$ cat src/rtl/lsu_pkg.sv
// lsu_pkg: shared types and constants for the load/store front-end.
//   - RV32 load/store funct3 encodings
//   - FSM state enum for the load path
//   - packed store-buffer entry {addr, data, funct3}
//   - req_fault(): legality + alignment check for a request
package lsu_pkg;

    localparam logic [2:0] F3_B  = 3'b000;
    localparam logic [2:0] F3_H  = 3'b001;
    localparam logic [2:0] F3_W  = 3'b010;
    localparam logic [2:0] F3_BU = 3'b100;
    localparam logic [2:0] F3_HU = 3'b101;

    typedef enum logic [1:0] {
        IDLE     = 2'd0,
        LD_ISSUE = 2'd1,
        LD_RESP  = 2'd2
    } lsu_state_e;

    typedef struct packed {
        logic [31:0] addr;
        logic [31:0] data;
        logic [2:0]  funct3;
    } sb_entry_t;

    localparam int SB_ENTRY_W = $bits(sb_entry_t);

    // 1 when the request must be rejected: funct3 not legal for the access
    // direction, or the address is not naturally aligned for the size.
    function automatic logic req_fault(input logic        we,
                                       input logic [31:0] addr,
                                       input logic [2:0]  funct3);
        logic legal;
        logic misaligned;
        if (we) begin
            legal = (funct3 == F3_B) || (funct3 == F3_H) || (funct3 == F3_W);
        end else begin
            legal = (funct3 == F3_B) || (funct3 == F3_H) || (funct3 == F3_W) ||
                    (funct3 == F3_BU) || (funct3 == F3_HU);
        end
        // Size lives in funct3[1:0] for both signed and unsigned variants.
        case (funct3[1:0])
            2'b01:   misaligned = addr[0];
            2'b10:   misaligned = (addr[1:0] != 2'b00);
            default: misaligned = 1'b0;
        endcase
        return !legal || misaligned;
    endfunction

endpackage

$ cat src/rtl/sync_fifo.sv
// sync_fifo: single-clock FIFO with first-word-fall-through head output.
// Ports:
//   clk, rst        clock, synchronous active-high reset
//   push, push_data write one entry (ignored when full)
//   pop             remove head entry (ignored when empty)
//   head_data       current head entry, valid while !empty
//   full, empty     status flags
//   count           number of stored entries (0..DEPTH)
module sync_fifo #(
    parameter int WIDTH = 8,
    parameter int DEPTH = 4
) (
    input  logic                     clk,
    input  logic                     rst,
    input  logic                     push,
    input  logic [WIDTH-1:0]         push_data,
    input  logic                     pop,
    output logic [WIDTH-1:0]         head_data,
    output logic                     full,
    output logic                     empty,
    output logic [$clog2(DEPTH):0]   count
);

    localparam int AW = $clog2(DEPTH);

    logic [WIDTH-1:0] r_mem [DEPTH];
    logic [AW-1:0]    r_wr_ptr;
    logic [AW-1:0]    r_rd_ptr;
    logic [AW:0]      r_count;

    logic w_push_ok;
    logic w_pop_ok;

    assign full      = (r_count == (AW+1)'(DEPTH));
    assign empty     = (r_count == '0);
    assign count     = r_count;
    assign w_push_ok = push && !full;
    assign w_pop_ok  = pop && !empty;

    // The head must be visible in the same cycle it is drained, so the
    // storage is read combinationally (small, distributed).
    assign head_data = r_mem[r_rd_ptr];

    always_ff @(posedge clk) begin
        if (rst) begin
            r_wr_ptr <= '0;
            r_rd_ptr <= '0;
            r_count  <= '0;
        end else begin
            if (w_push_ok) begin
                r_wr_ptr <= r_wr_ptr + 1'b1;
            end
            if (w_pop_ok) begin
                r_rd_ptr <= r_rd_ptr + 1'b1;
            end
            case ({w_push_ok, w_pop_ok})
                2'b10:   r_count <= r_count + 1'b1;
                2'b01:   r_count <= r_count - 1'b1;
                default: r_count <= r_count;
            endcase
        end
    end

    // Storage needs no reset; validity is tracked by the pointers.
    always_ff @(posedge clk) begin
        if (w_push_ok) begin
            r_mem[r_wr_ptr] <= push_data;
        end
    end

endmodule

$ cat src/rtl/lsu_store_buffer.sv
// lsu_store_buffer: MEM-stage load/store front-end for a synchronous
// byte-addressed data memory.
//   - stores are posted into an in-order FIFO and drained one per cycle
//     while the load FSM is idle
//   - loads wait for an empty FIFO, then take LD_ISSUE -> LD_RESP
//   - illegal funct3 / misaligned requests are consumed and reported on
//     err_valid/err_addr, never reaching the memory
// Ports:
//   req_*     request channel (valid/ready)
//   resp_*    load response (valid only, no backpressure)
//   err_*     fault report (pulse + sticky address)
//   sb_count  stores currently buffered
//   mem_*     memory port; all zero when idle
module lsu_store_buffer
    import lsu_pkg::*;
#(
    parameter int DEPTH = 4
) (
    input  logic                      clk,
    input  logic                      rst,
    input  logic                      req_valid,
    output logic                      req_ready,
    input  logic                      req_we,
    input  logic [31:0]               req_addr,
    input  logic [31:0]               req_wdata,
    input  logic [2:0]                req_funct3,
    output logic                      resp_valid,
    output logic [31:0]               resp_rdata,
    output logic                      err_valid,
    output logic [31:0]               err_addr,
    output logic [$clog2(DEPTH):0]    sb_count,
    output logic [31:0]               mem_addr,
    output logic                      mem_MemWrite,
    output logic                      mem_MemRead,
    output logic [31:0]               mem_WriteData,
    output logic [2:0]                mem_funct3,
    input  logic [31:0]               mem_ReadData
);

    localparam int CW = $clog2(DEPTH) + 1;

    lsu_state_e r_state;
    lsu_state_e w_state_next;

    logic [31:0] r_ld_addr;
    logic [2:0]  r_ld_funct3;
    logic        r_err_valid;
    logic [31:0] r_err_addr;

    logic                  w_fault;
    logic                  w_ready_load;
    logic                  w_accept;
    logic                  w_push;
    logic                  w_ld_start;
    logic                  w_drain;
    logic                  w_fifo_full;
    logic                  w_fifo_empty;
    logic [CW-1:0]         w_count;
    logic [SB_ENTRY_W-1:0] w_head_bits;
    sb_entry_t             w_head;
    sb_entry_t             w_push_entry;

    // ------------------------------------------------------------------
    // Request acceptance
    // ------------------------------------------------------------------
    assign w_fault = req_fault(req_we, req_addr, req_funct3);

    // With a single request port a load and a store push can never share a
    // cycle, so "no push this cycle" is already implied for loads.
    assign w_ready_load = (r_state == IDLE) && w_fifo_empty;

    // Ready is held low in the reset cycle so nothing is consumed that the
    // reset is about to discard.
    assign req_ready  = !rst && (req_we ? !w_fifo_full : w_ready_load);
    assign w_accept   = req_valid && req_ready;
    assign w_push     = w_accept && req_we && !w_fault;
    assign w_ld_start = w_accept && !req_we && !w_fault;

    // Drain only while the load path is idle, never during reset.
    assign w_drain = !rst && (r_state == IDLE) && !w_fifo_empty;

    assign w_push_entry = '{addr: req_addr, data: req_wdata, funct3: req_funct3};
    assign w_head       = w_head_bits;

    sync_fifo #(
        .WIDTH (SB_ENTRY_W),
        .DEPTH (DEPTH)
    ) u_store_fifo (
        .clk       (clk),
        .rst       (rst),
        .push      (w_push),
        .push_data (w_push_entry),
        .pop       (w_drain),
        .head_data (w_head_bits),
        .full      (w_fifo_full),
        .empty     (w_fifo_empty),
        .count     (w_count)
    );

    assign sb_count = w_count;

    // ------------------------------------------------------------------
    // Load FSM
    // ------------------------------------------------------------------
    always_ff @(posedge clk) begin
        if (rst) begin
            r_state <= IDLE;
        end else begin
            r_state <= w_state_next;
        end
    end

    always_comb begin
        w_state_next  = r_state;
        mem_addr      = 32'd0;
        mem_MemWrite  = 1'b0;
        mem_MemRead   = 1'b0;
        mem_WriteData = 32'd0;
        mem_funct3    = 3'd0;
        resp_valid    = 1'b0;
        resp_rdata    = 32'd0;

        case (r_state)
            IDLE: begin
                if (w_ld_start) begin
                    w_state_next = LD_ISSUE;
                end
                if (w_drain) begin
                    mem_addr      = w_head.addr;
                    mem_MemWrite  = 1'b1;
                    mem_WriteData = w_head.data;
                    mem_funct3    = w_head.funct3;
                end
            end
            LD_ISSUE: begin
                w_state_next = LD_RESP;
                mem_addr     = r_ld_addr;
                mem_MemRead  = 1'b1;
                mem_funct3   = r_ld_funct3;
            end
            LD_RESP: begin
                w_state_next = IDLE;
                resp_valid   = 1'b1;
                resp_rdata   = mem_ReadData;
            end
            default: begin
                w_state_next = IDLE;
            end
        endcase

        // A reset cycle must not touch memory or deliver a dropped load.
        if (rst) begin
            mem_addr      = 32'd0;
            mem_MemWrite  = 1'b0;
            mem_MemRead   = 1'b0;
            mem_WriteData = 32'd0;
            mem_funct3    = 3'd0;
            resp_valid    = 1'b0;
            resp_rdata    = 32'd0;
        end
    end

    // ------------------------------------------------------------------
    // Load request capture and fault reporting
    // ------------------------------------------------------------------
    always_ff @(posedge clk) begin
        if (rst) begin
            r_ld_addr   <= 32'd0;
            r_ld_funct3 <= 3'd0;
        end else if (w_ld_start) begin
            r_ld_addr   <= req_addr;
            r_ld_funct3 <= req_funct3;
        end
    end

    always_ff @(posedge clk) begin
        if (rst) begin
            r_err_valid <= 1'b0;
            r_err_addr  <= 32'd0;
        end else begin
            r_err_valid <= w_accept && w_fault;
            if (w_accept && w_fault) begin
                r_err_addr <= req_addr;
            end
        end
    end

    assign err_valid = r_err_valid;
    assign err_addr  = r_err_addr;

endmodule

$ cat config.mk
export PLATFORM = sky130hd
export DESIGN_NAME = lsu_store_buffer
export DESIGN_NICKNAME = d
export VERILOG_FILES = /design/src/rtl/lsu_pkg.sv /design/src/rtl/sync_fifo.sv /design/src/rtl/lsu_store_buffer.sv
export SDC_FILE = /design/constraint.sdc
export NUM_CORES = 1
export LEC_CHECK = 0
export ABC_AREA = 1
export CORE_AREA = 2 2 164 166
export DETAILED_ROUTE_END_ITERATION = 16
export DIE_AREA = 0 0 166 168
export GPL_ROUTABILITY_DRIVEN = 0
export HOLD_SLACK_MARGIN = 0.02
export PLACE_DENSITY_LB_ADDON = 0.05
export SETUP_SLACK_MARGIN = 0.3
export SLEW_MARGIN = 15
export SYNTH_ARGS = -nofsm -noshare
export SYNTH_HDL_FRONTEND = slang
export SYNTH_SLANG_ARGS = --single-unit
$ cat constraint.sdc
create_clock -name clk -period 8.5 [get_ports clk]
set_input_delay 1.7 -clock clk [delete_from_list [all_inputs] [get_ports clk]]
set_output_delay 1.7 -clock clk [all_outputs]
set_load 0.1 [all_outputs]
==> impl_metrics.ini <==
[status]
status = finished clean

[placement]
portBuffers = 241
dpl.hpwl_um = 19400

[grt]
grt_max_degree = 77
use_met1_pct = 30.7
antenna_found_initial = 2
overflow = 0
grt-busiest-layer = met2
track_usage_pct = 23.8
grt_pass1_wl_um = 52800
use_met2_pct = 41.5
grt_pass1_vias = 9979
met3_usage_pct = 4.09

[detailed_routing]
drc = 0
post_drt_wl_per_cell_um = 17.7
routed_wl_um = 34100
vias_per_cell = 5.36
via_count = 10366
drt_iter0_markers = 832
dr.pass1.iters = 5
ant_nets = 0

[yosys]
postSynthAreaPerCell_um2 = 10.5
synth-seq-cells = 347
yosys_warnings = 0
yosysTopAreaCell = edfxtp_1
synth_cell_types = 25
synthCells = 1359
synth_top_area_share_pct = 56.7
ys_top_cells_by_area = edfxtp_1 (57%), dfxtp_1 (11%), nor2_1 (10%)
syn_nets = 1471
synth_area_um2 = 14200
ys_seq_area_share_pct = 67.8

[sta]
rsz0062_at_grt = false
finalHoldViolCount = 0
finalCritPeriodShare_pct = 76.8
skew_ps = 11.2
slew_violations = 0
tns_ps = 0
setup_viol = 0
fmax_mhz = 153
relSlewSlack_pct = 30.0
period_minus_slack_ps = 6530
worst_pin_slew_ps = 1050

[setup_path]
cp-start-kind = primary input
cp-end-kind = output port
rr_startpoint = u_store_fifo.count[2]
path_max_fanout = 74
cp.arrival_ps = 4830
r2r_cells = 11
worstReg2RegEnd = u_store_fifo.count[2]
reg2reg_slack_ps = 5170
critical_path_class = primary input to output port
required_ps = 6800

[clock_tree]
cts-root-buf = clkbuf_16
clkLatencyLatePin_ps = 520
cts_resized = 0
cts_tree = yes
cts_made_buffers = 36
post_cts_buffers = 0
ctsHoldBuffers = 0
clkTransAtPathRegs_ps = 60
clock-sinks = 347
cts_max_level = 2
clockBufferDepth = 3

[power]
leakagePower_nw = 6.57
fin_total_pwr_w = 0.00391
power_density_nw_per_um2 = 219
combPwrFrac_pct = 12.6
intPower_w = 0.00290
p_seq_share_pct = 48.0
clockPowerShare_pct = 39.4
switching_share_pct = 25.8
p_sw_w = 0.00101
vdd_drop_max_mv = 0.189

[floorplan]
floorplan.rows = 60
die_y_um = 168
core_area_um2 = 26400
io_pins = 242
start_util_pct = 53.9
die_w_um = 166
die_area_um2 = 27900

[layout]
syn2layout_area_growth_pct = 25.5
layout.nets = 1676
final_core_util_pct = 67.6
nFillCells = 2029
drive_gt1_share_pct = 7.67
seqCellArea_um2 = 9630
multi_input_area_um2 = 3810

[job]
maxCapViolations = 0

[hold_path]
hold_depth = 2
hp-class = register to register
hold_start = u_store_fifo.r_rd_ptr[1]
==> sequential cells by signal, indices dropped and copies added (netlist names), named ones only <==
register and cells:
err_addr 32, err_valid 1, r_ld_addr 32, r_ld_funct3 3
r_state 2, u_store_fifo.count 3, u_store_fifo.r_mem 268, u_store_fifo.r_rd_ptr 2
u_store_fifo.r_wr_ptr 2
==> critical path, stage by stage <==
cell and delay, ps:
buf_2 110, inv_2 70, buf_4 650, nand2_1 790, nor2_1 320, clkdlybuf4s50_1 1170
==> cells in the mapped netlist, drive strengths merged <==
cell and count:
o21ai 141, dfxtp 79, o22ai 35, a22oi 35, a21oi 74, and2 1
nand4 1, nor3 1, nand3 38, inv 90, edfxtp 268, nand2 115
ha 8, clkinv 1, fa 1, buf 43, clkbuf 46, nor2 382
==> worst max-delay path by stage <==
| stage | from | endpoint | slack, ps |
|---|---|---|---|
| detailed placement | rst | resp_rdata[16] | 1980 |
| finish | rst | resp_rdata[16] | 1970 |
| CTS | rst | resp_rdata[25] | 1980 |
| floorplan | req_funct3[0] | u_store_fifo.r_mem[0][0] | 2680 |
| global route | rst | resp_rdata[16] | 1720 |
| global placement | rst | resp_rdata[2] | 2110 |
==> power groups by stage <==
stage	Clock [W]	Sequential [W]	Combinational (W)
CTS	0.00156	0.00188	0.000494
global placement	0	0.00191	0.000487
finish	0.00154	0.00188	0.000492
floorplan	0	0.00201	0.000246
detailed placement	0	0.00191	0.000492
global route	0.00162	0.00188	0.000525
==> cell usage in the layout, fill, tap and decap left out, types with 2 or more instances in the layout <==
cell and n:
clkbuf_8 4, nor2_4 6, inv_2 4, buf_4 50
clkdlybuf4s50_1 205, nor2_2 2, clkinv_2 8, a21oi_1 74
clkbuf_1 4, dfxtp_1 77, nand3_2 2, bufinv_16 2
nor2_1 374, clkbuf_16 38, diode_2 2, edfxtp_1 268
a22oi_1 35, o21ai_0 118, inv_1 85, ha_1 8
nand3_1 36, o22ai_1 35, o21ai_1 23, nand2_1 115
clkinv_1 8
==> layer usage <==
metal	wire length, um	part of all wire [%]	up-vias
li1	-	-	5032
met1	14600	43	4940
met2	16900	49	334
met3	1990	5.8	60
met4	730	2.1	0
met5	0	0	-
==> area by class of cell <==
| cell class | instances | area share [%] |
|---|---|---|
| antenna | 2 | 0.0281 |
| clock buffer | 46 | 5.73 |
| clock inverter | 19 | 0.849 |
| inverter | 91 | 1.93 |
| multi-input combinational | 832 | 21.4 |
| sequential | 347 | 54.0 |
| tap | 341 | 2.39 |
| timing repair buffer | 256 | 13.6 |
==> cells by family after synthesis <==
kind of cell / synth area share (%)
AO/OA/AOI/OAI: 11.0
adder cells (fa/ha/maj): 0.846
buffers and inverters: 5.62
flip-flops: 67.8
AND/OR/NAND/NOR: 14.8
==> metrics by stage <==
stage               hold WS [ps]  area (um2)  worst slack [ps]  std cells
finish                       473       17800              1970       1934
global route                 501       17800              1720       1934
global placement             441       16600              2110       1867
detailed placement           457       16600              1980       1867
floorplan                    433       14200              2680       1359
CTS                          474       17800              1980       1932
(Power assumes the default switching activity.)
